## config.mk

```make
export PLATFORM = sky130hd
export DESIGN_NAME = hazard_ctrl
export DESIGN_NICKNAME = d
export VERILOG_FILES = /design/src/rtl/hazard_ctrl_pkg.sv /design/src/rtl/hazard_ctrl_md_busy_cnt.sv /design/src/rtl/hazard_ctrl.sv
export SDC_FILE = /design/constraint.sdc
export NUM_CORES = 1
export LEC_CHECK = 0
export BUFFER_PORTS_ARGS = -buffer_cell sky130_fd_sc_hd__clkbuf_2
export CORE_MARGIN = 3
export CORE_UTILIZATION = 45
export CTS_CLUSTER_DIAMETER = 30
export CTS_CLUSTER_SIZE = 16
export DETAILED_ROUTE_END_ITERATION = 7
export GPL_ROUTABILITY_DRIVEN = 0
export PLACE_DENSITY_LB_ADDON = 0.15
export SYNTH_ARGS = -nofsm -noshare
export SYNTH_HDL_FRONTEND = slang
export SYNTH_HIERARCHICAL = 1
export SYNTH_SLANG_ARGS = --single-unit
export TNS_END_PERCENT = 20
```

## constraint.sdc

```tcl
create_clock -name clk -period 1.8 [get_ports clk]
set_input_delay 0.09 -clock clk [delete_from_list [all_inputs] [get_ports clk]]
set_output_delay 0.09 -clock clk [all_outputs]
set_load 0.005 [all_outputs]
```

## src/rtl/hazard_ctrl_pkg.sv

```systemverilog
// Shared encodings and defaults for the stall/flush controller.
`default_nettype none
package hazard_ctrl_pkg;
  localparam logic [1:0] TUSE_NONE        = 2'd3;
  localparam logic [4:0] REG_ZERO         = 5'd0;
  localparam int         DEF_MULT_CYCLES  = 5;
  localparam int         DEF_DIV_CYCLES   = 10;

  // A source operand stalls when it hits a pending producer whose result
  // arrives later than the consumer needs it.
  function automatic logic src_hazard(input logic [4:0] addr,
                                      input logic [1:0] tuse,
                                      input logic [4:0] wa,
                                      input logic [1:0] tnew);
    src_hazard = (addr != REG_ZERO) && (tuse != TUSE_NONE) &&
                 (addr == wa) && (tuse < tnew);
  endfunction
endpackage
`default_nettype wire

```

## src/rtl/hazard_ctrl_md_busy_cnt.sv

```systemverilog
// Mult/div busy countdown: loads on unit start, decrements to zero.
`default_nettype none
module hazard_ctrl_md_busy_cnt #(
  parameter int CNT_W       = 4,
  parameter int MULT_CYCLES = 5,
  parameter int DIV_CYCLES  = 10
) (
  input  logic clk,
  input  logic reset,
  input  logic start_mult,
  input  logic start_div,
  output logic busy
);
  logic [CNT_W-1:0] cnt;

  always_ff @(posedge clk) begin
    if (reset)
      cnt <= '0;
    else if (start_div)
      cnt <= CNT_W'(DIV_CYCLES);
    else if (start_mult)
      cnt <= CNT_W'(MULT_CYCLES);
    else if (cnt != '0)
      cnt <= cnt - 1'b1;
  end

  assign busy = (cnt != '0);
endmodule
`default_nettype wire

```

## src/rtl/hazard_ctrl.sv

```systemverilog
// Stall/flush controller: freezes F/D and bubbles E on RAW or HI/LO hazards.
`default_nettype none
module hazard_ctrl
  import hazard_ctrl_pkg::*;
#(
  parameter int MULT_CYCLES = DEF_MULT_CYCLES,
  parameter int DIV_CYCLES  = DEF_DIV_CYCLES,
  parameter int CNT_W       = 4
) (
  input  logic       clk,
  input  logic       reset,
  input  logic [4:0] d_rs,
  input  logic [4:0] d_rt,
  input  logic [1:0] d_tuse_rs,
  input  logic [1:0] d_tuse_rt,
  input  logic [4:0] d_wa,
  input  logic [1:0] d_tnew,
  input  logic       d_md,
  input  logic       e_start_mult,
  input  logic       e_start_div,
  output logic       f_we,
  output logic       d_we,
  output logic       e_flush,
  output logic       md_busy
);
  logic [4:0] e_wa, m_wa;
  logic [1:0] e_tnew, m_tnew;
  logic       busy;
  logic       stall_rs, stall_rt, stall_md, stall;

  hazard_ctrl_md_busy_cnt #(
    .CNT_W      (CNT_W),
    .MULT_CYCLES(MULT_CYCLES),
    .DIV_CYCLES (DIV_CYCLES)
  ) u_md_busy_cnt (
    .clk       (clk),
    .reset     (reset),
    .start_mult(e_start_mult),
    .start_div (e_start_div),
    .busy      (busy)
  );

  always_comb begin
    stall_rs = src_hazard(d_rs, d_tuse_rs, e_wa, e_tnew) ||
               src_hazard(d_rs, d_tuse_rs, m_wa, m_tnew);
    stall_rt = src_hazard(d_rt, d_tuse_rt, e_wa, e_tnew) ||
               src_hazard(d_rt, d_tuse_rt, m_wa, m_tnew);
    stall_md = d_md && (busy || e_start_mult || e_start_div);
    stall    = stall_rs || stall_rt || stall_md;
  end

  assign f_we    = !stall;
  assign d_we    = !stall;
  assign e_flush = stall;
  assign md_busy = busy;

  // W is not tracked: anything leaving M is already available.
  always_ff @(posedge clk) begin
    if (reset) begin
      e_wa   <= REG_ZERO;
      e_tnew <= 2'd0;
      m_wa   <= REG_ZERO;
      m_tnew <= 2'd0;
    end else begin
      m_wa   <= e_wa;
      m_tnew <= (e_tnew != 2'd0) ? e_tnew - 2'd1 : 2'd0;
      if (stall) begin
        e_wa   <= REG_ZERO;
        e_tnew <= 2'd0;
      end else begin
        e_wa   <= d_wa;
        e_tnew <= d_tnew;
      end
    end
  end
endmodule
`default_nettype wire

```

==> key figures <==
Floorplanning
  • Die H: 54.0 microns
  • DIE AREA: 2920 sq um
  • Width of the die: 54.0 microns
  • Row count: 16
  • Core area: 2060 sq um
  • IO Pins: 30
  • Initial Util: 0.503

Clock network
  • CTS sink count: 18
  • CTS tree: built
  • Num CTS Buffers: 3
  • Clock Root Buffer: clkbuf_4
  • H-tree depth: 1
  • Clock Latency Late Sink: 0.29 ns
  • Clock transition at path regs: 0.10 ns
  • Clock buffer depth: 2

Pwr
  • Comb power frac: 0.257
  • Net Switching: 257 uW
  • Clock power share: 0.265
  • Internal: 664 uW
  • PwrDens: 668 nW/um^2
  • Sw frac: 0.279
  • Maximum VDD drop: 531 uV
  • Static Leakage: 0.605 nW
  • Seq pwr share: 0.478

Setup path
  • Worst Path Arrival: 1.96 ns
  • CP Cell Sequence: inv_2, buf_4, ha_1, a211oi_1, a22oi_1, o21ai_2, or2_1, clkbuf_2
  • Worst setup EP type: primary output
  • Flop-to-flop setup slack: -0.05 ns
  • Slowest Stage Delay on Critical Path: 0.34 ns
  • Worst flop-to-flop path endpoint: e_wa[0]
  • Critical Path Source Type: flop
  • CP max FO: 4
  • R2R depth: 7
  • Slowest-stage cell, CP: dfxtp_2
  • Kind of critical path: flop to primary output
  • Setup crit end: e_flush
  • WP data required: 1.71 ns
  • Crit path from: m_tnew[1]
  • R2r startpoint: u_md_busy_cnt/cnt[1]

Timing
  • Worst slew margin: 0.743
  • Fmax achieved: 0.489 GHz
  • Final hold vios: 0
  • Worst-margin pin slew: 0.386 ns
  • Fin Setup TNS: -0.915 ns
  • Worst setup margin: -0.247 ns
  • RSZ-0062 raised after global routing: true
  • Final Max Tran Viols: 0
  • Period minus WS final: 2.05 ns
  • Period utilization: 1.14
  • Final setup vio count: 10
  • Clock skew: 0.00745 ns

Routing
  • DR iter-0 viols: 10
  • Initial DRT Pass Iterations: 4
  • Vias per cell: 5.24
  • ANT nets after route: 0
  • Via count: 923
  • # DRC: 0
  • WL/cell: 14.7 microns
  • Post-Route WL: 2.58 mm

Final layout
  • Area delta synth->final: 33.1%
  • Commonest cells after routing, fill and taps aside: 29 x clkbuf_2, 18 x xor2_1, 17 x dfxtp_1, 10 x buf_4, 7 x nor4b_1
  • # nets final: 183
  • Share of layout cells above drive strength 1: 0.383
  • Ant diodes: 0
  • Most common cell after layout, fill and taps aside: clkbuf_2
  • Post-Layout Cell Count: 176
  • Post-layout util: 0.669

Placed design
  • Placed Cells: 169
  • Pre-CTS setup slack: -0.113 ns
  • HPWL Detailed: 1.99 mm
  • PortBufs: 29

Synth
  • Syn avg cell area: 9.60 sq um
  • YS warnings: 6
  • Post-synthesis sequential area ratio: 0.347
  • Syn nets: 141
  • Synth Register Bits: 18
  • Gate Count Post-Synth: 108
  • Netlist cell types: 30
  • Mapped Area: 1040 sq um

Min path
  • Hold Path Class: primary input to flop
  • HP Start: d_wa[3]
  • Hold path depth: 2

Global route
  • Congestion Overflow GR: 0
  • GR Util All Layers: 0.198
  • Largest net degree at the start of global routing: 22
  • Initial antenna violation count: 0
  • First-pass GRT wire length: 4.06 mm
  • Vias in the first global route: 863

Outcome
  • Status: finished with violations
  • Failing checks: negative setup slack

Run
  • Max-cap violations: 0
[power groups by stage]
stage          Sequential, mW  Combinational (mW)  Clock (mW)
2_1_floorplan           0.442               0.117           0
3_3_place_gp            0.448               0.198           0
3_5_place_dp            0.448               0.206           0
4_1_cts                 0.440               0.232       0.246
5_1_grt                 0.443               0.260       0.265
6_report                0.440               0.237       0.244
[synth_stat cells, drive strengths merged]
master / instances / area [sq um]
nor4b: 7 / 61.3
nor2: 4 / 15.0
a22oi: 1 / 7.51
a211oi: 2 / 15.0
o21a: 1 / 7.51
nand2: 3 / 11.3
dfxtp: 18 / 360
xor2: 18 / 158
nor4: 4 / 25.0
buf: 1 / 7.51
or3b: 1 / 8.76
a21oi: 1 / 5.00
o31ai: 1 / 7.51
or2: 1 / 6.26
nor3: 5 / 25.0
or4: 3 / 22.5
a221oi: 1 / 26.3
or4b: 1 / 10.0
clkbuf: 2 / 8.75
nand4: 1 / 6.26
nand2b: 4 / 25.0
o21ai: 3 / 15.0
xnor2: 4 / 35.0
inv: 5 / 18.8
ha: 7 / 87.6
nand3: 3 / 15.0
nor2b: 5 / 31.3
a2111oi: 1 / 15.0
[layer usage]
layer	up-vias	part of all wire	global-route usage
met3	4	0.054	0.0499
met1	426	0.47	0.270
met2	25	0.47	0.317
met5	-	0	0
met4	0	0.0070	0.0373
li1	468	-	-
[stage by stage]
stage / cell area [sq um] / power (mW) / hold WS (ns)
after floorplan: 1040 / 0.560 / 0.162
after global placement: 1270 / 0.645 / 0.324
after detailed placement: 1270 / 0.654 / 0.331
after CTS: 1370 / 0.918 / 0.0347
after global routing: 1380 / 0.968 / 0.0237
final: 1380 / 0.921 / 0.0391
[worst max-delay path, delay by kind of cell (launching register included)]
family / cells / cell delay (ns)
AOI/OAI and AO/OA: 3 / 0.64
DFF: 1 / 0.34
and+or+nand+nor: 1 / 0.14
buffers and inverters: 3 / 0.26
adders and majority gates: 1 / 0.26
[cell families (layout without fill, tap and decap cells)]
logic type | count (synthesis) | count (layout) | synth area share
AOI/OAI and AO/OA | 11 | 11 | 0.0953
xor gates and xnor gates | 22 | 22 | 0.186
adders and majority gates | 7 | 7 | 0.0844
buffers and inverters | 8 | 49 | 0.0338
DFF | 18 | 18 | 0.347
and+or+nand+nor | 42 | 42 | 0.253
[final cells by class]
class / instances / area, sq um
multi-input combinational: 82 / 698
clock buffer: 4 / 36.3
fill: 174 / 682
timing repair buffer: 40 / 231
sequential: 18 / 362
inverter: 5 / 18.8
tap: 27 / 33.8
[how the worst min path moves through the flow]
| stage | slack (ns) | end |
|---|---|---|
| after floorplan | 0.16 | m_wa[0] |
| after global placement | 0.32 | u_md_busy_cnt/cnt[2] |
| after detailed placement | 0.33 | u_md_busy_cnt/cnt[2] |
| after CTS | 0.03 | e_wa[3] |
| after global routing | 0.02 | e_wa[4] |
| final | 0.04 | e_wa[3] |
[sequential cells by signal, summed over array words and instances (netlist names)]
| name | cells |
|---|---|
| e_wa | 5 |
| m_wa | 5 |
| e_tnew | 2 |
| m_tnew | 2 |
| u_md_busy_cnt/cnt | 4 |
[what timing repair did]
item | in CTS | in global routing
buffers inserted | 3 | 0
pin swaps | 5 | 2
gates resized for setup | 10 | 1
hold buffers | 0 | 0
endpoints found under the setup margin | 10 | 10
No activity file was read; power rests on OpenSTA's default activity.
